`config.mk`:
```
export PLATFORM = sky130hd
export DESIGN_NAME = solve_matrix_fsm_param_flat
export DESIGN_NICKNAME = d
export VERILOG_FILES = /design/src/rtl/solve_matrix_fsm_param_if.sv /design/src/rtl/solve_matrix_fsm_param.sv /design/src/flat_wrapper.sv
export SDC_FILE = /design/constraint.sdc
export NUM_CORES = 1
export LEC_CHECK = 0
export BUFFER_PORTS_ARGS = -buffer_cell sky130_fd_sc_hd__buf_4
export CELL_PAD_IN_SITES_DETAIL_PLACEMENT = 0
export CELL_PAD_IN_SITES_GLOBAL_PLACEMENT = 1
export CORE_ASPECT_RATIO = 1.25
export CORE_MARGIN = 2
export CORE_UTILIZATION = 35
export DETAILED_ROUTE_END_ITERATION = 8
export PLACE_DENSITY_LB_ADDON = 0.1
export RECOVER_POWER = 50
export SYNTH_ARGS = -nofsm -noshare
export SYNTH_HDL_FRONTEND = slang
export SYNTH_SLANG_ARGS = --single-unit
```
`constraint.sdc`:
```
create_clock -name clk -period 4.4 [get_ports clk]
set_clock_uncertainty 0.15 [all_clocks]
set_input_delay 0.44 -clock clk [delete_from_list [all_inputs] [get_ports clk]]
set_output_delay 0.44 -clock clk [all_outputs]
set_load 0.05 [all_outputs]
```
`src/rtl/solve_matrix_fsm_param_if.sv`:
```
// Request/acknowledge bundle between solve_matrix_fsm_param (master) and the
// row memory, swapper, divider and multiply-subtract units (slave).
interface solve_matrix_fsm_param_if #(
  parameter int unsigned IDX_W = 3
);
  logic             mem_rd_req;
  logic             mem_rd_ack;
  logic [IDX_W-1:0] mem_rd_row;
  logic [IDX_W-1:0] mem_rd_col;
  logic             mem_rd_zero;

  logic             swap_req;
  logic             swap_ack;
  logic [IDX_W-1:0] swap_row_a;
  logic [IDX_W-1:0] swap_row_b;

  logic             div_req;
  logic             div_done;
  logic [IDX_W-1:0] div_row;
  logic [IDX_W-1:0] div_col;

  logic             elim_req;
  logic             elim_done;
  logic [IDX_W-1:0] elim_src_row;
  logic [IDX_W-1:0] elim_dst_row;
  logic [IDX_W-1:0] elim_col;

  modport master (
    output mem_rd_req, mem_rd_row, mem_rd_col,
    input  mem_rd_ack, mem_rd_zero,
    output swap_req, swap_row_a, swap_row_b,
    input  swap_ack,
    output div_req, div_row, div_col,
    input  div_done,
    output elim_req, elim_src_row, elim_dst_row, elim_col,
    input  elim_done
  );

  modport slave (
    input  mem_rd_req, mem_rd_row, mem_rd_col,
    output mem_rd_ack, mem_rd_zero,
    input  swap_req, swap_row_a, swap_row_b,
    output swap_ack,
    input  div_req, div_row, div_col,
    output div_done,
    input  elim_req, elim_src_row, elim_dst_row, elim_col,
    output elim_done
  );
endinterface

```
`src/rtl/solve_matrix_fsm_param.sv`:
```
// Gauss / Gauss-Jordan elimination sequencer for a ROWS x COLS augmented matrix.
// Define SOLVE_BACK_ELIM_EN to also eliminate rows above the pivot (reduced form).
module solve_matrix_fsm_param #(
  parameter int unsigned ROWS  = 4,
  parameter int unsigned COLS  = 5,
  parameter int unsigned IDX_W = 3
) (
  input  logic                     clk,
  input  logic                     program_reset,
  input  logic                     start_process,
  output logic                     end_process,
  output logic                     singular,
  output logic [IDX_W-1:0]         rank,
  output logic [3:0]               current_state,
  solve_matrix_fsm_param_if.master bus
);

  typedef enum logic [3:0] {
    S_IDLE        = 4'd0,
    S_NEXT_PIVOT  = 4'd1,
    S_SEARCH      = 4'd2,
    S_SWAP        = 4'd3,
    S_NORMALIZE   = 4'd4,
    S_ELIM_SELECT = 4'd5,
    S_ELIMINATE   = 4'd6,
    S_DONE        = 4'd7
  } state_e;

  localparam logic [IDX_W-1:0] ROWS_I   = IDX_W'(ROWS);
  localparam logic [IDX_W-1:0] LAST_ROW = IDX_W'(ROWS - 1);
  localparam logic [IDX_W-1:0] LAST_COL = IDX_W'(COLS - 1);
  localparam logic [IDX_W-1:0] ONE      = IDX_W'(1);

  state_e           state_q, state_d;
  logic [IDX_W-1:0] row_q, row_d;
  logic [IDX_W-1:0] col_q, col_d;
  logic [IDX_W-1:0] srch_q, srch_d;
  logic [IDX_W-1:0] tgt_q, tgt_d;
  logic [IDX_W-1:0] rank_q, rank_d;
  logic             singular_q, singular_d;
  logic [IDX_W-1:0] first_tgt;
  logic             rd_req, sw_req, dv_req, el_req, done;

`ifdef SOLVE_BACK_ELIM_EN
  assign first_tgt = '0;
`else
  assign first_tgt = row_q + ONE;
`endif

  always_ff @(posedge clk or posedge program_reset) begin
    if (program_reset) begin
      state_q    <= S_IDLE;
      row_q      <= '0;
      col_q      <= '0;
      srch_q     <= '0;
      tgt_q      <= '0;
      rank_q     <= '0;
      singular_q <= 1'b0;
    end else begin
      state_q    <= state_d;
      row_q      <= row_d;
      col_q      <= col_d;
      srch_q     <= srch_d;
      tgt_q      <= tgt_d;
      rank_q     <= rank_d;
      singular_q <= singular_d;
    end
  end

  always_comb begin
    state_d    = state_q;
    row_d      = row_q;
    col_d      = col_q;
    srch_d     = srch_q;
    tgt_d      = tgt_q;
    rank_d     = rank_q;
    singular_d = singular_q;
    rd_req     = 1'b0;
    sw_req     = 1'b0;
    dv_req     = 1'b0;
    el_req     = 1'b0;
    done       = 1'b0;

    unique case (state_q)
      S_IDLE, S_DONE: begin
        done = (state_q == S_DONE);
        if (start_process) begin
          row_d      = '0;
          col_d      = '0;
          rank_d     = '0;
          singular_d = 1'b0;
          state_d    = S_NEXT_PIVOT;
        end
      end
      S_NEXT_PIVOT: begin
        if (row_q == ROWS_I || col_q == LAST_COL) begin
          state_d = S_DONE;
        end else begin
          srch_d  = row_q;
          state_d = S_SEARCH;
        end
      end
      S_SEARCH: begin
        rd_req = 1'b1;
        if (bus.mem_rd_ack) begin
          if (!bus.mem_rd_zero) begin
            state_d = (srch_q == row_q) ? S_NORMALIZE : S_SWAP;
          end else if (srch_q != LAST_ROW) begin
            srch_d = srch_q + ONE;
          end else begin
            // Whole column is zero below the pivot row: skip it, row stays put.
            singular_d = 1'b1;
            col_d      = col_q + ONE;
            state_d    = S_NEXT_PIVOT;
          end
        end
      end
      S_SWAP: begin
        sw_req = 1'b1;
        if (bus.swap_ack) state_d = S_NORMALIZE;
      end
      S_NORMALIZE: begin
        dv_req = 1'b1;
        if (bus.div_done) begin
          tgt_d   = first_tgt;
          state_d = S_ELIM_SELECT;
        end
      end
      S_ELIM_SELECT: begin
        if (tgt_q == ROWS_I) begin
          rank_d  = rank_q + ONE;
          row_d   = row_q + ONE;
          col_d   = col_q + ONE;
          state_d = S_NEXT_PIVOT;
        end else if (tgt_q == row_q) begin
          tgt_d = tgt_q + ONE;
        end else begin
          state_d = S_ELIMINATE;
        end
      end
      S_ELIMINATE: begin
        el_req = 1'b1;
        if (bus.elim_done) begin
          tgt_d   = tgt_q + ONE;
          state_d = S_ELIM_SELECT;
        end
      end
      default: state_d = S_IDLE;
    endcase
  end

  assign bus.mem_rd_req   = rd_req;
  assign bus.mem_rd_row   = srch_q;
  assign bus.mem_rd_col   = col_q;
  assign bus.swap_req     = sw_req;
  assign bus.swap_row_a   = row_q;
  assign bus.swap_row_b   = srch_q;
  assign bus.div_req      = dv_req;
  assign bus.div_row      = row_q;
  assign bus.div_col      = col_q;
  assign bus.elim_req     = el_req;
  assign bus.elim_src_row = row_q;
  assign bus.elim_dst_row = tgt_q;
  assign bus.elim_col     = col_q;

  assign end_process   = done;
  assign singular      = singular_q;
  assign rank          = rank_q;
  assign current_state = state_q;

endmodule

```
`src/flat_wrapper.sv`:
```
// flat-port wrapper written by rule: the top's interface ports become plain ports
module solve_matrix_fsm_param_flat 
#(
  parameter int unsigned ROWS  = 4,
  parameter int unsigned COLS  = 5,
  parameter int unsigned IDX_W = 3
)
  (clk, program_reset, start_process, end_process, singular, rank, current_state, bus_mem_rd_req, bus_mem_rd_row, bus_mem_rd_col, bus_mem_rd_ack, bus_mem_rd_zero, bus_swap_req, bus_swap_row_a, bus_swap_row_b, bus_swap_ack, bus_div_req, bus_div_row, bus_div_col, bus_div_done, bus_elim_req, bus_elim_src_row, bus_elim_dst_row, bus_elim_col, bus_elim_done);
  solve_matrix_fsm_param_if #(.IDX_W(IDX_W)) bus_i ();
  input  logic clk;
  input  logic program_reset;
  input  logic start_process;
  output logic end_process;
  output logic singular;
  output logic [IDX_W-1:0] rank;
  output logic [3:0] current_state;
  output wire logic [$bits(bus_i.mem_rd_req)-1:0] bus_mem_rd_req;
  output wire logic [$bits(bus_i.mem_rd_row)-1:0] bus_mem_rd_row;
  output wire logic [$bits(bus_i.mem_rd_col)-1:0] bus_mem_rd_col;
  input wire logic [$bits(bus_i.mem_rd_ack)-1:0] bus_mem_rd_ack;
  input wire logic [$bits(bus_i.mem_rd_zero)-1:0] bus_mem_rd_zero;
  output wire logic [$bits(bus_i.swap_req)-1:0] bus_swap_req;
  output wire logic [$bits(bus_i.swap_row_a)-1:0] bus_swap_row_a;
  output wire logic [$bits(bus_i.swap_row_b)-1:0] bus_swap_row_b;
  input wire logic [$bits(bus_i.swap_ack)-1:0] bus_swap_ack;
  output wire logic [$bits(bus_i.div_req)-1:0] bus_div_req;
  output wire logic [$bits(bus_i.div_row)-1:0] bus_div_row;
  output wire logic [$bits(bus_i.div_col)-1:0] bus_div_col;
  input wire logic [$bits(bus_i.div_done)-1:0] bus_div_done;
  output wire logic [$bits(bus_i.elim_req)-1:0] bus_elim_req;
  output wire logic [$bits(bus_i.elim_src_row)-1:0] bus_elim_src_row;
  output wire logic [$bits(bus_i.elim_dst_row)-1:0] bus_elim_dst_row;
  output wire logic [$bits(bus_i.elim_col)-1:0] bus_elim_col;
  input wire logic [$bits(bus_i.elim_done)-1:0] bus_elim_done;
  assign bus_mem_rd_req = bus_i.mem_rd_req;
  assign bus_mem_rd_row = bus_i.mem_rd_row;
  assign bus_mem_rd_col = bus_i.mem_rd_col;
  assign bus_i.mem_rd_ack = bus_mem_rd_ack;
  assign bus_i.mem_rd_zero = bus_mem_rd_zero;
  assign bus_swap_req = bus_i.swap_req;
  assign bus_swap_row_a = bus_i.swap_row_a;
  assign bus_swap_row_b = bus_i.swap_row_b;
  assign bus_i.swap_ack = bus_swap_ack;
  assign bus_div_req = bus_i.div_req;
  assign bus_div_row = bus_i.div_row;
  assign bus_div_col = bus_i.div_col;
  assign bus_i.div_done = bus_div_done;
  assign bus_elim_req = bus_i.elim_req;
  assign bus_elim_src_row = bus_i.elim_src_row;
  assign bus_elim_dst_row = bus_i.elim_dst_row;
  assign bus_elim_col = bus_i.elim_col;
  assign bus_i.elim_done = bus_elim_done;
  solve_matrix_fsm_param #(.ROWS(ROWS), .COLS(COLS), .IDX_W(IDX_W)) u_core (.clk(clk), .program_reset(program_reset), .start_process(start_process), .end_process(end_process), .singular(singular), .rank(rank), .current_state(current_state), .bus(bus_i));
endmodule
```
==> flow_summary.toml <==
[outcome]
run_status = "completed"

[hold_path]
worstHoldPathType = "in2async"

[synth]
synthDominantAreaCellType = "sky130_fd_sc_hd__dfrtp_1"
post_synth_num_cell_types = 48
syn-mean-instance-area_um2 = 8.79
yosysTopAreaCellShare = 0.316
netlist_top_cells_area = "sky130_fd_sc_hd__dfrtp_1 (32%), sky130_fd_sc_hd__buf_4 (9.0%), sky130_fd_sc_hd__ha_1 (7.5%), sky130_fd_sc_hd__o21ai_0 (5.3%), sky130_fd_sc_hd__nand2_1 (4.2%)"
synth-edff-count = 0
synthFlopType = "sky130_fd_sc_hd__dfrtp_1"
postSynthNetCount = 188
async_flop_share = 1.00
syn_inst = 171
post_synth_design_cell_area_um2 = 1500
postSynthRegisterBits = 19
sequential_area_share_after_synthesis = 0.316
yosysWarnings = 0

[sta]
period_share = 0.510
highest_attainable_clock_frequency_mhz = 446
grt_setup_unrepaired = "no"
timing.final.max_slew_violations = 0
setup_viol_count_final = 0
fin_setup_tns_ns = 0
period_minus_slack_ns = 2.24
hold_viol_final = 0
layout_setup_ws_ns = 2.16
hold-worst-slack_ns = 0.160
timing_worst_slew_pin_value_ns = 0.743
slew_headroom = 0.504

[route]
drtAntennaViolNets = 0
drt-total-wl_mm = 3.75
drt_iter0_markers = 58
route.detailed.wl_per_inst_um = 14.6
detailroute.via_count = 1279
routed_via_density = 5.00
firstDrtPassIters = 6
total_drc_errors_in_the_routed_layout = 0

[clock_network]
cts_inserted_buffers = 3
cts_post_setup_buffers_inserted = 0
ctsResizeCount = 0
cts.root.buffer_cell = "sky130_fd_sc_hd__clkbuf_8"
cts_tree = "built"
cts.sink_count = 19
post_cts_hold_buffer_count = 0
worstSkewPairLatency_ns = 0.25
cts_max_level = 1
clk_path_buf_depth = 2
path_clk_slew_ns = 0.08

[grt]
total_routing_usage_gr = 0.158
grt_overflow = 0
grt_start_max_net_pins = 20
grt_pass1_wl_mm = 6.19
number_of_antenna_violations_at_the_first_check_in_global_routing = 0
number_of_global_route_vias_before_repair = 1237

[pwr]
design_power_total_mw = 1.42
p_leak_nw = 0.833
vdd.ir_drop.worst_mv = 0.326
power.density_cell_area_nw_per_um2 = 821

[floorplan]
chipHeight_um = 77.3
pin_count = 48
initial_core_util = 0.367
die_area_um2 = 4840
placementRows = 26
core_um2 = 4100
dieWidth_um = 62.6

[setup_path]
crit_path_start = "u_core.current_state[2]$_DFFE_PP0P_"
worstPathMaxFanout = 16
critPathLaunchType = "flop"
rr_startpoint = "u_core.current_state[2]$_DFFE_PP0P_"
cp-end-kind = "output pin"
critPathArrivalTime_ns = 1.65
crit_type = "reg2out"
worst_ep_required_time_ns = 3.81

[finish]
finish.utilization = 0.422
fraction_of_final_layout_cells_with_drive_strength_greater_than_1 = 0.200
design_area_um2 = 1730
design.final.nets = 218
syn_to_final_growth_pct = 15.1
antenna_cells_inserted = 0
layoutNonFillerInstCount = 256

[placement]
place_congestion = 0.861
post_dp_cell_area_um2 = 1760
placement.io_buffers = 46
detailed_place_hpwl_mm = 2.88
place.detailed.instances = 252
pre_cts_ws_ns = 2.22

[run]
max_cap_violations = 0
-- worst max-delay path, stage by stage (launching register included) --
cell and delay, ns:
sky130_fd_sc_hd__dfrtp_1 0.58, sky130_fd_sc_hd__nor2_4 0.23, sky130_fd_sc_hd__nand2_1 0.15, sky130_fd_sc_hd__inv_1 0.20
sky130_fd_sc_hd__buf_4 0.23
-- synth_stat cells (all sizes together) (2+ instances only) --
cell type	n
a21boi	2
a21o	2
a21oi	5
a22o	3
a31oi	2
and2	4
and3	3
buf	21
dfrtp	19
ha	9
inv	13
mux2	2
mux2i	4
nand2	17
nand2b	2
nand3b	2
nor2	10
nor2b	2
nor3	2
o21ai	20
o22ai	2
or2	2
xor2	6
-- cell usage in the layout, fill, tap and decap left out, types with 2 or more instances in the layout --
cell type / instances
sky130_fd_sc_hd__o21ai_2: 2
sky130_fd_sc_hd__nand2_1: 17
sky130_fd_sc_hd__a22o_1: 3
sky130_fd_sc_hd__nand3b_1: 2
sky130_fd_sc_hd__o22ai_1: 2
sky130_fd_sc_hd__clkbuf_1: 20
sky130_fd_sc_hd__nor2b_1: 2
sky130_fd_sc_hd__xor2_1: 6
sky130_fd_sc_hd__nor3_1: 2
sky130_fd_sc_hd__a21oi_1: 5
sky130_fd_sc_hd__o21ai_1: 2
sky130_fd_sc_hd__mux2_2: 2
sky130_fd_sc_hd__nand2b_1: 2
sky130_fd_sc_hd__mux2i_1: 4
sky130_fd_sc_hd__inv_1: 13
sky130_fd_sc_hd__ha_1: 9
sky130_fd_sc_hd__nor2_1: 9
sky130_fd_sc_hd__dfrtp_1: 19
sky130_fd_sc_hd__buf_4: 26
sky130_fd_sc_hd__and3_1: 3
sky130_fd_sc_hd__a21o_1: 2
sky130_fd_sc_hd__and2_1: 3
sky130_fd_sc_hd__clkbuf_8: 3
sky130_fd_sc_hd__a31oi_1: 2
sky130_fd_sc_hd__o21ai_0: 16
-- final cells by class --
cell class | instances | area, µm²
flip-flops and latches | 19 | 475
fillers | 466 | 2370
multi-input cells | 118 | 816
inverters | 13 | 48.8
clock buffers | 4 | 45.0
repair buffers | 46 | 274
well taps | 56 | 70.1
-- power by group --
group | leakage [nW] | internal (mW) | switching [mW] | total [mW]
Sequential | 0.252 | 0.229 | 0.123 | 0.352
Clock | 0.0228 | 0.0643 | 0.0589 | 0.123
Combinational | 0.559 | 0.295 | 0.649 | 0.945
-- layer usage --
layer / GRT usage / vias to the layer above / part of all wire
met3: 0.0249 / 2 / 0.051
met4: 0.0400 / 0 / 0.0064
li1: - / 633 / -
met2: 0.261 / 46 / 0.46
met1: 0.216 / 598 / 0.48
met5: 0 / - / 0
-- cell families after synthesis --
family,synth area share
multiplexers,0.0416
buffers and inverters,0.141
other,0.00250
XOR/XNOR,0.0350
AO/OA/AOI/OAI,0.207
flip-flops,0.316
AND/OR/NAND/NOR,0.182
adder cells (fa/ha/maj),0.0749
-- worst paths after layout --
kind                                                         to  slack, ns  cells after the start
max reg2reg                 u_core.current_state[0]$_DFFE_PP0P_       2.18                      5
min in group clk                     u_core.rank[2]$_DFFE_PP0P_       0.35                      1
max                                              bus_mem_rd_req       2.16                      4
max in group asynchronous  u_core.bus.mem_rd_row[0]$_DFFE_PP0P_       3.46                      2
min                                  u_core.rank[0]$_DFFE_PP0P_       0.16                      2
min reg2reg                          u_core.rank[2]$_DFFE_PP0P_       0.35                      1
-- flip-flops by register name, summed over array words and instances, names as in the netlist --
| signal | count |
|---|---|
| u_core.bus.div_col | 3 |
| u_core.rank | 3 |
| u_core.current_state | 3 |
| u_core.singular | 1 |
| u_core.bus.mem_rd_row | 3 |
| u_core.bus.elim_dst_row | 3 |
| u_core.bus.div_row | 3 |
Power figures use the tool's default switching activity.
